<file path="src/rtl/dmem_bus.sv">
// Data-memory bus: word RAM, LED/switch I/O and a compare timer behind one CPU load/store port.
// Loads are combinational; stores and timer ticks update on the rising clock edge.
module dmem_bus #(
    parameter int DM_WORDS = 128
) (
    input  logic        clk,
    input  logic        rst,
    input  logic [31:0] addr,
    input  logic [31:0] wdata,
    input  logic        mem_write,
    input  logic [15:0] sw,
    output logic [31:0] rdata,
    output logic [15:0] led,
    output logic        timer_irq
);
    localparam int AW = $clog2(DM_WORDS);

    logic [31:0]   ram [DM_WORDS];
    logic [31:0]   tcnt;
    logic [31:0]   tcmp;
    logic          en;
    logic          ar;
    logic          flag;

    logic [AW-1:0] word_idx;
    logic [2:0]    io_idx;
    logic          sel_ram;
    logic          sel_io;
    logic          wr_ram;
    logic          wr_led;
    logic          wr_tcnt;
    logic          wr_tcmp;
    logic          wr_tctl;
    logic          tick_match;
    logic          unused_addr_bits;

    assign word_idx = addr[AW+1:2];
    assign io_idx   = addr[4:2];
    assign sel_ram  = (addr[31:28] == 4'h0);
    assign sel_io   = (addr[31:28] == 4'hF);

    assign wr_ram  = mem_write && sel_ram;
    assign wr_led  = mem_write && sel_io && (io_idx == 3'd0);
    assign wr_tcnt = mem_write && sel_io && (io_idx == 3'd2);
    assign wr_tcmp = mem_write && sel_io && (io_idx == 3'd3);
    assign wr_tctl = mem_write && sel_io && (io_idx == 3'd4);

    // A TCNT store on this edge suppresses the compare entirely.
    assign tick_match = en && !wr_tcnt && (tcnt == tcmp);

    assign unused_addr_bits = ^{addr[27:AW+2], addr[1:0]};

    always_ff @(posedge clk) begin
        if (wr_ram)
            ram[word_idx] <= wdata;
    end

    always_ff @(posedge clk or negedge rst) begin
        if (!rst) begin
            led  <= 16'h0000;
            tcnt <= 32'h0000_0000;
            tcmp <= 32'hFFFF_FFFF;
            en   <= 1'b0;
            ar   <= 1'b0;
            flag <= 1'b0;
        end else begin
            if (wr_led)
                led <= wdata[15:0];
            if (wr_tcmp)
                tcmp <= wdata;

            if (wr_tcnt)
                tcnt <= wdata;
            else if (en) begin
                if (tcnt == tcmp) begin
                    if (ar)
                        tcnt <= 32'h0000_0000;
                end else begin
                    tcnt <= tcnt + 32'd1;
                end
            end

            // Software-written EN/AR beat the one-shot self-disable.
            if (wr_tctl) begin
                en <= wdata[0];
                ar <= wdata[1];
            end else if (tick_match && !ar) begin
                en <= 1'b0;
            end

            if (tick_match)
                flag <= 1'b1;
            else if (wr_tctl && wdata[2])
                flag <= 1'b0;
        end
    end

    always_comb begin
        rdata = 32'h0000_0000;
        if (sel_ram) begin
            rdata = ram[word_idx];
        end else if (sel_io) begin
            case (io_idx)
                3'd0:    rdata = {16'h0000, led};
                3'd1:    rdata = {16'h0000, sw};
                3'd2:    rdata = tcnt;
                3'd3:    rdata = tcmp;
                3'd4:    rdata = {29'b0, flag, ar, en};
                default: rdata = 32'h0000_0000;
            endcase
        end
    end

    assign timer_irq = flag;

endmodule
</file>
<file path="config.mk">
export PLATFORM = sky130hd
export DESIGN_NAME = dmem_bus
export DESIGN_NICKNAME = d
export VERILOG_FILES = /design/src/rtl/dmem_bus.sv
export SDC_FILE = /design/constraint.sdc
export NUM_CORES = 2
export LEC_CHECK = 0
export BUFFER_PORTS_ARGS = -buffer_cell sky130_fd_sc_hd__buf_2
export CORE_AREA = 2 2 738 740
export CTS_BUF_LIST = sky130_fd_sc_hd__clkbuf_4 sky130_fd_sc_hd__clkbuf_8 sky130_fd_sc_hd__clkbuf_16
export CTS_CLUSTER_DIAMETER = 200
export CTS_CLUSTER_SIZE = 16
export DETAILED_ROUTE_END_ITERATION = 12
export DIE_AREA = 0 0 740 742
export MAX_ROUTING_LAYER = met4
export REMOVE_ABC_BUFFERS = 1
export SLEW_MARGIN = 5
export SYNTH_ARGS = -nofsm -noshare
export SYNTH_HDL_FRONTEND = slang
export SYNTH_SLANG_ARGS = --single-unit
</file>
<file path="constraint.sdc">
create_clock -name clk -period 2.8 [get_ports clk]
set_input_delay 0.42 -clock clk [delete_from_list [all_inputs] [get_ports clk]]
set_output_delay 0.42 -clock clk [all_outputs]
set_load 0.1 [all_outputs]
</file>
==> impl_results.rst <==
.. list-table::
   :header-rows: 1

   * - Metric
     - Value
   * - Clock Skews
     - 0.0452 ns
   * - Part of the cycle the worst path needs
     - 146%
   * - Synth Area per Inst
     - 18.8 um^2
   * - CTS Sinks
     - 4179
   * - Total die area
     - 549000 um^2
   * - Area leader, netlist
     - edfxtp_1
   * - Multiplexer share of the synthesized area
     - 13.7%
   * - Post-route DRC violation count
     - 0
   * - Total count of hold-check failures in the final report
     - 0
   * - Crit path cell chain
     - buf_16, or4b_4, buf_6, buf_16, buf_16, o22ai_2, nor4_2, o2111ai_1, buf_4, o31ai_4, buf_4, o41ai_4, buf_6
   * - Total of flip-flops plus latches after synthesis
     - 4179
   * - Simple-gate portion of the synthesized area
     - 2.20%
   * - Switching power
     - 26400 uW
   * - Post-detailed-route via-to-cell ratio
     - 5.20
   * - Total of endpoints with negative setup slack in the final report
     - 32
   * - Final estimated routing congestion in global placement
     - 0.888
   * - Via count of the first global-routing pass
     - 86.1k
   * - Dpl cell area
     - 185000 um^2
   * - Cell family contributing the most delay on the critical path
     - buffers and inverters
   * - Max capacitance violation total
     - 0
   * - Sequential-to-total area share from yosys stat
     - 77.4%
   * - Number of rows created at floorplan
     - 271
   * - Post-synth EDFFs
     - 4096
   * - Lkg Pwr
     - 0.0669 uW
   * - Congestion Overflow GR
     - 0
   * - Internal power contribution
     - 92200 uW
   * - Total core area
     - 542000 um^2
   * - RSZ-0062 raised after global routing
     - yes
   * - Number of cells in the design after placement
     - 16.7k
   * - Total of buffers placed on input and output ports
     - 110
   * - Post-layout worst setup margin
     - -1.28 ns
   * - Clk_lat worst skew
     - 0.97 ns
   * - DPL Wire Length
     - 323000 um
   * - Final instance area
     - 199000 um^2
   * - Max-Slew Margin vs Limit
     - 26.7%
   * - Library cell appearing most often on the critical path
     - buf_16
   * - Buffers and inverters on the worst path
     - 7
   * - Arrival time of data at the critical path endpoint
     - 3.66 ns
   * - Worst hold path class
     - input port to flop
   * - Fraction of registers with async set or reset after synthesis
     - 1.99%
   * - Number of DRC markers in iteration 0
     - 12.0k
   * - Synth top area cells
     - edfxtp_1, mux2i_1, o22ai_1
   * - IO Count
     - 132
   * - Per-cell routed wire length
     - 29.0 um
   * - Compound-gate portion of the synthesized area
     - 4.99%
   * - Max-slew violation count
     - 0
   * - Die W
     - 740 um
   * - Largest net degree at the start of global routing
     - 131
   * - Biggest cell delay along the critical path
     - 0.71 ns
   * - Slowest cell on the critical path
     - o41ai_4
   * - VDD IR-drop max
     - 0.467 mV
   * - Layout cells sized above 1
     - 27.3%
   * - Count of TritonRoute iterations in the first routing pass
     - 6
   * - Relative contribution of the clock network to total power
     - 34.5%
   * - Clk root buf
     - clkbuf_16
   * - Global-route usage over all layers
     - 17.9%
   * - Detailed-route wire length
     - 498000 um
   * - Net count, final
     - 9947
   * - Share of total power in sequential cells
     - 58.2%
   * - Achievable Freq
     - 245 MHz
   * - Switching share of total power
     - 22.3%
   * - Critical setup path kind
     - input port to primary output
   * - Portion of synthesized cell area occupied by the leading cell type
     - 76.1%
   * - Effective utilization at floorplan
     - 29.8%
   * - Number of standard cells in the final layout excluding fillers
     - 17.2k
   * - Worst Max-Slew Pin Slew
     - 1.10 ns
   * - Global-route wire length before repair
     - 686000 um
   * - Clock-pin slew on the worst setup and hold paths
     - 0.07 ns
   * - Post-Synthesis Cell Area
     - 162000 um^2
   * - Min Tclk post-route
     - 4.08 ns
   * - Count of antenna-violating nets left after detailed routing
     - 0
   * - Die Y
     - 742 um
   * - Post-layout utilization of the core
     - 36.8%
   * - Area share of fa/ha/maj cells after synthesis
     - 0.00774%
   * - Total via count in the routed design
     - 89.4k
   * - Layout-stage area growth over the synthesis result
     - 23.3%
   * - Antenna violations before repair
     - 33
   * - Share of power burned in combinational logic
     - 7.3%
   * - Post-synthesis xor/xnor area fraction
     - 0.173%
   * - Final total power
     - 119000 uW
   * - Largest buffer count on any clock path
     - 4
   * - Yosys warning total
     - 0
   * - Endpoint class of the critical path
     - primary output
   * - Startpoint type of the worst setup path
     - input port
   * - Critical Path Fanout Max
     - 7
   * - Leading register cell type out of synthesis
     - edfxtp_1
   * - CTS HTree Levels
     - 5
   * - Power density relative to cell area
     - 595 nW/um^2
   * - Post-synth cell types
     - 70
   * - Mapped Cells
     - 8618
   * - Number of clock buffers inserted by TritonCTS
     - 299
   * - Violated checks
     - setup timing
   * - Required time at the worst-slack endpoint
     - 2.38 ns
   * - Outcome
     - complete, but fails checks
   * - Dominant combinational cell family by area after synthesis
     - multiplexers
   * - Worst Hold Margin
     - 0.0688 ns
   * - CTS tree
     - yes
[per-layer routing]
metal,up-vias,routed length [um],global-route usage [%]
li1,37574,-,-
met1,47129,206000,24.1
met2,4002,233000,28.0
met3,720,41600,2.72
met4,0,18800,5.80
met5,-,0,-
[path summary, 6_finish.rpt]
path,from,depth (start not counted),slack [ns],to
setup / recovery,addr[3],13,-1.28,rdata[12]
hold / removal,wdata[1],1,0.07,ram[4][1]$_DFFE_PP_
setup reg to reg,tcmp[24]$_DFFE_PN1P_,6,0.03,tcnt[3]$_DFFE_PN0P_
hold reg to reg,led[0]$_DFFE_PN0P_,2,0.53,led[0]$_DFFE_PN0P_
max in group asynchronous,rst,3,1.81,tcmp[4]$_DFFE_PN1P_
min in group asynchronous,rst,2,0.22,tcnt[22]$_DFFE_PN0P_
[per-stage QoR]
stage | worst slack (ns) | setup TNS [ns]
finish | -1.28 | -30.36
global route | -1.32 | -31.57
CTS | -1.24 | -32.04
detailed placement | -2.42 | -893.84
global placement | -2.47 | -869.98
floorplan | -3.45 | -4045.48
[placed cells by master, fill, tap and decap left out, types with 24 or more instances in the layout]
| cell | netlist | layout |
|---|---|---|
| dfrtp_1 | 51 | 51 |
| a21oi_1 | 75 | 54 |
| buf_6 | 14 | 104 |
| buf_4 | 53 | 757 |
| nor4_1 | 108 | 50 |
| buf_12 | 0 | 486 |
| o22ai_4 | 0 | 39 |
| xor2_1 | 32 | 32 |
| clkbuf_4 | 0 | 52 |
| nand2_1 | 87 | 77 |
| o22ai_2 | 10 | 93 |
| buf_16 | 0 | 24 |
| nor2_1 | 342 | 199 |
| mux2i_1 | 1684 | 1642 |
| mux4_2 | 198 | 198 |
| diode_2 | 0 | 28 |
| nor3_1 | 56 | 27 |
| o22ai_1 | 775 | 653 |
| dfstp_2 | 32 | 32 |
| nor2_4 | 0 | 131 |
| buf_2 | 259 | 40 |
| a22o_1 | 75 | 71 |
| mux2_2 | 68 | 68 |
| nor4_2 | 0 | 41 |
| nand3_1 | 44 | 26 |
| clkbuf_16 | 0 | 312 |
| edfxtp_1 | 4096 | 4096 |
| o21ai_0 | 62 | 61 |
| mux2i_2 | 0 | 39 |
[synthesized netlist by cell type (all sizes together) (19+ instances only)]
| cell | number |
|---|---|
| a21oi | 75 |
| a22o | 75 |
| a22oi | 19 |
| buf | 357 |
| clkbuf | 153 |
| dfrtp | 51 |
| dfstp | 32 |
| edfxtp | 4096 |
| mux2 | 68 |
| mux2i | 1684 |
| mux4 | 198 |
| nand2 | 89 |
| nand3 | 45 |
| nor2 | 343 |
| nor3 | 56 |
| nor4 | 108 |
| o2111ai | 49 |
| o21ai | 63 |
| o22ai | 785 |
| or4 | 22 |
| xor2 | 32 |
[flip-flops by register name, summed over array words and instances (netlist names)]
| register | cells |
|---|---|
| ar | 1 |
| tcnt | 32 |
| tcmp | 32 |
| ram | 4096 |
| led | 16 |
| timer_irq | 1 |
| en | 1 |
[what timing repair did]
action                                  in CTS  in global routing
endpoints found under the setup margin      32                 32
hold endpoints to repair                   272                  0
pin swaps                                   98                132
cloned                                       7                  8
gates resized for setup                    543                284
hold buffers                                12                  0
setup buffers                               41                 36
[power groups by stage]
stage | clock (uW) | sequential (uW) | combinational, uW
final | 40900 | 69000 | 8710
after global routing | 43600 | 69000 | 9000
after CTS | 41500 | 69000 | 8380
after detailed placement | 0 | 70400 | 7810
after global placement | 0 | 70400 | 7750
after floorplan | 0 | 70500 | 2390
[layout make-up]
cell class,count,area [um^2]
fillers,49352,343000
clock inverters,25,330
well taps,7234,9050
flip-flops and latches,4179,125000
multi-input cells,3914,38600
inverters,15,56.3
repair buffers,1454,18200
clock buffers,354,7950
diodes,28,70.1
[cell families (layout without fill, tap and decap cells)]
group | after synthesis | after routing
fa+ha+maj | 1 | 1
xor+xnor | 32 | 32
buf+inv | 525 | 1848
flops | 4179 | 4179
compound gates | 1191 | 1191
simple gates | 740 | 740
mux | 1950 | 1950
other cells | 0 | 28
No activity file was read; power rests on OpenSTA's default activity.
